==> src/rtl/display_pkg.sv <==
// Shared definitions for the display refresh controller: FSM state encoding,
// the byte-sender address tags, and the control-byte builder.
package display_pkg;

  typedef enum logic [2:0] {
    ST_IDLE    = 3'd0,
    ST_CTRL    = 3'd1,
    ST_PAUSE   = 3'd2,
    ST_DATA    = 3'd3,
    ST_WAIT_HI = 3'd4,
    ST_WAIT_LO = 3'd5
  } state_t;

  // Tag that marks the control (brightness / enable) byte on tx_pos.
  localparam logic [7:0] CTRL_TAG  = 8'hFF;
  // First display address; data byte k goes out at DATA_BASE + k.
  localparam logic [7:0] DATA_BASE = 8'hC0;
  // Fixed upper bits of the control byte.
  localparam logic [7:0] CTRL_BASE = 8'h80;

  // Control byte: 1 0 0 0 | on | bright[2:0]
  function automatic logic [7:0] ctrl_byte(input logic disp_on, input logic [2:0] bright);
    return CTRL_BASE | {4'b0000, disp_on, bright};
  endfunction

endpackage

==> src/rtl/refresh_timer.sv <==
// Free-running refresh tick generator. Counts 0..CLK_HZ/REFRESH_HZ-1 and
// flags the wrap cycle with a single-cycle tick.
module refresh_timer #(
  parameter int CLK_HZ     = 12_000_000,
  parameter int REFRESH_HZ = 1
) (
  input  logic i_clk,
  input  logic i_rst_n,
  output logic o_tick
);

  localparam int DIV = ((CLK_HZ / REFRESH_HZ) < 1) ? 1 : (CLK_HZ / REFRESH_HZ);
  localparam int CW  = (DIV > 1) ? $clog2(DIV) : 1;
  localparam logic [CW-1:0] LAST = CW'(DIV - 1);

  logic [CW-1:0] r_cnt;

  // Period counter: wraps to zero after the last count of the period.
  // NOTE: sequential state uses non-blocking assignments so every register
  // samples the pre-edge values of its inputs, independent of block order.
  always_ff @(posedge i_clk) begin
    if (!i_rst_n)           r_cnt <= '0;
    else if (r_cnt == LAST) r_cnt <= '0;
    else                    r_cnt <= r_cnt + 1'b1;
  end

  // The tick is high during the cycle whose closing edge performs the wrap.
  assign o_tick = (r_cnt == LAST);

endmodule

==> src/rtl/display_refresh_ctrl.sv <==
// Display refresh controller: holds a small segment frame buffer and, on a
// refresh tick (or on demand), streams one control byte followed by the frame
// bytes to an external byte sender using a valid/busy handshake.
module display_refresh_ctrl
  import display_pkg::*;
#(
  parameter int CLK_HZ       = 12_000_000,
  parameter int REFRESH_HZ   = 1,
  parameter int NUM_BYTES    = 16,
  parameter int CMD_PAUSE    = CLK_HZ / 1000,
  parameter int AUTO_REFRESH = 1
) (
  input  logic       CLK,
  input  logic       RST_N,
  input  logic       wr_en,
  input  logic [3:0] wr_addr,
  input  logic [7:0] wr_data,
  input  logic [2:0] brightness,
  input  logic       display_on,
  input  logic       force_refresh,
  output logic       tx_valid,
  output logic [7:0] tx_pos,
  output logic [7:0] tx_value,
  input  logic       tx_busy,
  output logic       active,
  output logic       frame_done
);

  localparam logic [4:0]  NB5       = 5'(NUM_BYTES);
  localparam logic [3:0]  IDX_LAST  = 4'(NUM_BYTES - 1);
  localparam logic [31:0] PAUSE_LEN = 32'(CMD_PAUSE);

  state_t      r_state, w_next;
  logic        r_dirty;
  logic        r_disp_on;
  logic [2:0]  r_bright;
  logic [3:0]  r_idx;
  logic        r_ctrl_phase;   // 1 while the byte in flight is the control byte
  logic [31:0] r_pause_cnt;
  logic [7:0]  r_pos_hold;
  logic [7:0]  r_val_hold;
  logic        r_frame_done;
  logic [7:0]  r_buf [16];     // entries at or above NUM_BYTES are never written

  logic w_tick;
  logic w_start;
  logic w_wr_ok;
  logic w_sent;
  logic w_last;

  refresh_timer #(
    .CLK_HZ    (CLK_HZ),
    .REFRESH_HZ(REFRESH_HZ)
  ) u_timer (
    .i_clk  (CLK),
    .i_rst_n(RST_N),
    .o_tick (w_tick)
  );

  assign w_wr_ok = wr_en && ({1'b0, wr_addr} < NB5);
  // Ticks and force requests are only looked at in IDLE, so anything that
  // arrives mid-frame is dropped rather than queued.
  assign w_start = (r_state == ST_IDLE) &&
                   (force_refresh || (w_tick && ((AUTO_REFRESH != 0) || r_dirty)));
  assign w_sent  = (r_state == ST_WAIT_LO) && !tx_busy;
  assign w_last  = (r_idx == IDX_LAST);

  assign active     = (r_state != ST_IDLE);
  assign frame_done = r_frame_done;

  // FSM state register.
  always_ff @(posedge CLK) begin
    if (!RST_N) r_state <= ST_IDLE;
    else        r_state <= w_next;
  end

  // Next-state and sender outputs; pos/value fall back to the held copies.
  // NOTE: every output of this block gets a default first, so no path can
  // leave one unassigned and infer a latch.
  always_comb begin
    w_next   = r_state;
    tx_valid = 1'b0;
    tx_pos   = r_pos_hold;
    tx_value = r_val_hold;
    case (r_state)
      ST_IDLE:    if (w_start) w_next = ST_CTRL;
      ST_CTRL: begin
        tx_pos   = CTRL_TAG;
        tx_value = ctrl_byte(r_disp_on, r_bright);
        tx_valid = !tx_busy && RST_N;
        if (!tx_busy) w_next = ST_WAIT_HI;
      end
      ST_WAIT_HI: if (tx_busy) w_next = ST_WAIT_LO;
      ST_WAIT_LO: begin
        if (!tx_busy) begin
          if (r_ctrl_phase) w_next = ST_PAUSE;
          else if (w_last)  w_next = ST_IDLE;
          else              w_next = ST_DATA;
        end
      end
      ST_PAUSE:   if ((r_pause_cnt + 32'd1) >= PAUSE_LEN) w_next = ST_DATA;
      ST_DATA: begin
        tx_pos   = DATA_BASE + {4'b0000, r_idx};
        tx_value = r_buf[r_idx];
        tx_valid = !tx_busy && RST_N;
        if (!tx_busy) w_next = ST_WAIT_HI;
      end
      default:    w_next = ST_IDLE;
    endcase
  end

  // Frame bookkeeping: settings latch, byte index, pause timer, dirty flag,
  // held sender outputs and the end-of-frame pulse.
  always_ff @(posedge CLK) begin
    if (!RST_N) begin
      r_dirty      <= 1'b1;
      r_disp_on    <= 1'b0;
      r_bright     <= '0;
      r_idx        <= '0;
      r_ctrl_phase <= 1'b0;
      r_pause_cnt  <= '0;
      r_pos_hold   <= '0;
      r_val_hold   <= '0;
      r_frame_done <= 1'b0;
    end else begin
      r_frame_done <= w_sent && !r_ctrl_phase && w_last;

      if (w_start) begin
        r_disp_on <= display_on;
        r_bright  <= brightness;
        r_idx     <= '0;
      end else if (w_sent && !r_ctrl_phase && !w_last) begin
        r_idx <= r_idx + 1'b1;
      end

      if (r_state == ST_CTRL)      r_ctrl_phase <= 1'b1;
      else if (r_state == ST_DATA) r_ctrl_phase <= 1'b0;

      if (r_state == ST_PAUSE) r_pause_cnt <= r_pause_cnt + 32'd1;
      else                     r_pause_cnt <= '0;

      if (tx_valid) begin
        r_pos_hold <= tx_pos;
        r_val_hold <= tx_value;
      end

      // A write landing on the same edge that starts a frame keeps dirty set.
      if (w_wr_ok)      r_dirty <= 1'b1;
      else if (w_start) r_dirty <= 1'b0;
    end
  end

  // Frame buffer; writes take effect immediately, even mid-frame.
  // NOTE: the buffer is reset on purpose: a reset must blank the display,
  // so this storage cannot be left to power-up contents like a plain RAM.
  always_ff @(posedge CLK) begin
    if (!RST_N) begin
      for (int i = 0; i < 16; i++) r_buf[i] <= '0;
    end else if (w_wr_ok) begin
      r_buf[wr_addr] <= wr_data;
    end
  end

endmodule
==> config.mk <==
export PLATFORM = sky130hd
export DESIGN_NAME = display_refresh_ctrl
export DESIGN_NICKNAME = d
export VERILOG_FILES = /design/src/rtl/display_pkg.sv /design/src/rtl/refresh_timer.sv /design/src/rtl/display_refresh_ctrl.sv
export SDC_FILE = /design/constraint.sdc
export NUM_CORES = 1
export LEC_CHECK = 0
export ABC_AREA = 1
export CORE_ASPECT_RATIO = 0.6
export CORE_MARGIN = 1
export CORE_UTILIZATION = 60
export DETAILED_ROUTE_END_ITERATION = 10
export PLACE_DENSITY = 0.79
export SYNTH_ARGS = -nofsm -noshare
export SYNTH_HDL_FRONTEND = slang
export SYNTH_SLANG_ARGS = --single-unit
==> constraint.sdc <==
create_clock -name CLK -period 2.7 [get_ports CLK]
set_clock_uncertainty 0.05 [all_clocks]
set_input_delay 0.81 -clock CLK [delete_from_list [all_inputs] [get_ports CLK]]
set_output_delay 0.81 -clock CLK [all_outputs]
set_load 0.01 [all_outputs]
==> results.yml <==
yosys:
  ys_seq_area_share_pct: 55.0
  synth_warnings: 0
  ys_ff_latch: 217
  syn_area_per_cell_um2: 8.45
  yosysUniqueCellTypes: 40
  synth_fp_nets: 1235
  synth_cells: 1211
  syn-cell-area_um2: 10200
global_routing:
  antenna_found_initial: 1
  grt_pass1_wl_um: 43700
  grt_pass1_vias: 8169
  grt_max_degree: 35
  grt-ovfl-total: 0
  grt_util_all_layers_pct: 33.0
clock_tree:
  numCtsBuffers: 21
  clk_latency_ns: 0.49
  cts_tree: "built"
  clockBufferDepth: 3
  cts_hold_buf: 0
  htreeDepth: 1
  clkSinkCount: 217
  clk_pin_slew_ns: 0.06
  clock-root-buffer: "clkbuf_16"
setup_path:
  r2r_cells: 21
  crit_path_start_kind: "flip-flop"
  worstPathRequired_ns: 1.84
  cp_max_fo: 11
  cp.arrival_ns: 2.23
  cp-end-kind: "output port"
  critPathKind: "reg -> out"
route:
  wire_per_inst_um: 18.4
  via_per_inst: 5.87
  ant_nets: 0
  dr.first_iter.drc_count: 1071
  wl_um: 29000
  drc: 0
  drtPass1Iterations: 6
  via_count: 9236
floorplan:
  die_y_um: 103
  ios: 40
  core-area_um2: 16400
  dieWidth_um: 171
  die_area_um2: 17600
  rows: 36
  initial_core_util_pct: 62.2
sta:
  slew_viol_final: 0
  rsz0062_at_grt: "yes"
  fin_ws_ns: -0.393
  hold_viol_final: 0
  layout_min_cycle_time_ns: 3.09
  setup-tns-final_ns: -3.40
  setup_viol: 10
  max_freq_mhz: 323
  slew_headroom_pct: 63.3
  holdWs_ns: 0.399
  fin_crit_sh_pct: 115
  tightestPinTransition_ns: 0.547
final_layout:
  finalNetCount: 1355
  syn2layout_area_growth_pct: 23.1
  antenna_cells: 0
  layout_commonest_cell: "nor2_1"
  mostFrequentLayoutCells: "285 x nor2_1, 218 x nand2_1, 128 x edfxtp_1, 97 x inv_1, 87 x dfxtp_1"
  drive_gt1_share_pct: 17.1
pwr:
  power.density_nw_per_um2: 650
  power_uw: 8180
  p_leak_uw: 0.00481
  vdd_drop_max_mv: 0.395
run_status:
  outcome: "finished, violations left"
  failed_checks: "negative setup slack"
hold_path:
  hold_depth: 1
  hp-class: "reg -> reg"
placement:
  hpwl_um: 19700
  portBuffers: 39
  gp_congestion: 0.937
job:
  drv_cap: 0
==> cells in the mapped netlist, drive strengths merged <==
cell    number  area [um2]
o31ai       10        75.1
clkinv       4        15.0
nor3        26         156
dfxtp       89        1780
buf          5        25.0
o21bai       4        30.0
o211ai      15         113
nand3b       8        60.1
nand2      233         930
nor2       318        1300
inv        108         405
or2          2        12.5
xor2         5        43.8
a21boi       1        7.51
o22ai       11        68.8
and2         2        12.5
clkbuf      38         143
xnor2        4        35.0
ha           3        37.5
a22oi        3        22.5
a21oi       31         159
nand3       37         195
edfxtp     128        3840
nor3b       10        75.1
nor4         1        12.5
o221ai      22         193
o21ai       85         429
nand4        8        50.1
==> logic make-up after synthesis <==
family | synth area share, %
and+or+nand+nor | 27.4
DFF | 55.0
xor gates and xnor gates | 0.770
adders and majority gates | 0.367
buffers and inverters | 5.75
AOI/OAI and AO/OA | 10.7
==> registers in the layout, indices dropped and copies added (netlist names), 3 cells and up, named ones only <==
register and flops:
r_buf 128, r_pause_cnt 32, u_timer.r_cnt 24, r_pos_hold 8
r_val_hold 8, r_idx 4, r_bright 3, r_state 3
==> metal layers <==
metal  wire length (um)  global-route usage (%)  share of wire, %
met1              12600                    49.4                44
met5                  0                       0                 0
met4                562                    7.76               1.9
met2              11800                    47.8                41
met3               3980                    8.18                14
==> through the flow <==
| stage | utilization [%] | instances | worst slack, ns | instance area, um2 |
|---|---|---|---|---|
| after floorplan | - | 1211 | 0.380 | 10200 |
| after global placement | 70.7 | 1519 | -0.485 | 11600 |
| after detailed placement | 70.7 | 1519 | -0.480 | 11600 |
| after CTS | 76.0 | 1569 | -0.318 | 12500 |
| after global routing | 76.6 | 1573 | -0.469 | 12600 |
| final | 76.6 | 1573 | -0.393 | 12600 |
==> repair_timing <==
item | CTS | global route
buffers inserted | 12 | 3
cloned | 2 | 1
setup endpoints to repair | 17 | 19
resized for setup | 96 | 32
pin swaps | 24 | 12
==> path summary, 6_finish.rpt <==
check | slack [ns] | end | from
worst max-delay path | -0.39 | tx_value[5] | flip-flop
worst min-delay path | 0.40 | u_timer.r_cnt[0] | u_timer.r_cnt[0]
worst max register to register | -0.35 | r_val_hold[0] | flip-flop
worst min register to register | 0.40 | u_timer.r_cnt[0] | u_timer.r_cnt[0]
==> critical path, cell delays in order (launching register included) <==
cell and delay, ns:
dfxtp_4 0.45, inv_8 0.07, buf_12 0.15, o21ai_1 0.11, o22ai_1 0.08, buf_4 0.16
o211ai_1 0.25, nand2_1 0.14, nand2_1 0.11, o21ai_2 0.07, buf_2 0.14
==> power by group <==
group | leakage, uW | internal, uW | total [uW] | switching [uW]
Sequential | 0.00194 | 3700 | 3810 | 110
Clock | 0.000305 | 1520 | 2730 | 1210
Combinational | 0.00256 | 683 | 1650 | 963
Total | 0.00481 | 5900 | 8180 | 2280
==> area by class of cell <==
class,count,area (um2)
Clock buffer,31,593
Clock inverter,6,26.3
Fill cell,1130,3850
Inverter,112,428
Multi-Input combinational cell,839,4170
Sequential cell,217,5630
Tap cell,228,285
Timing Repair Buffer,140,1450
Power figures use the tool's default switching activity.
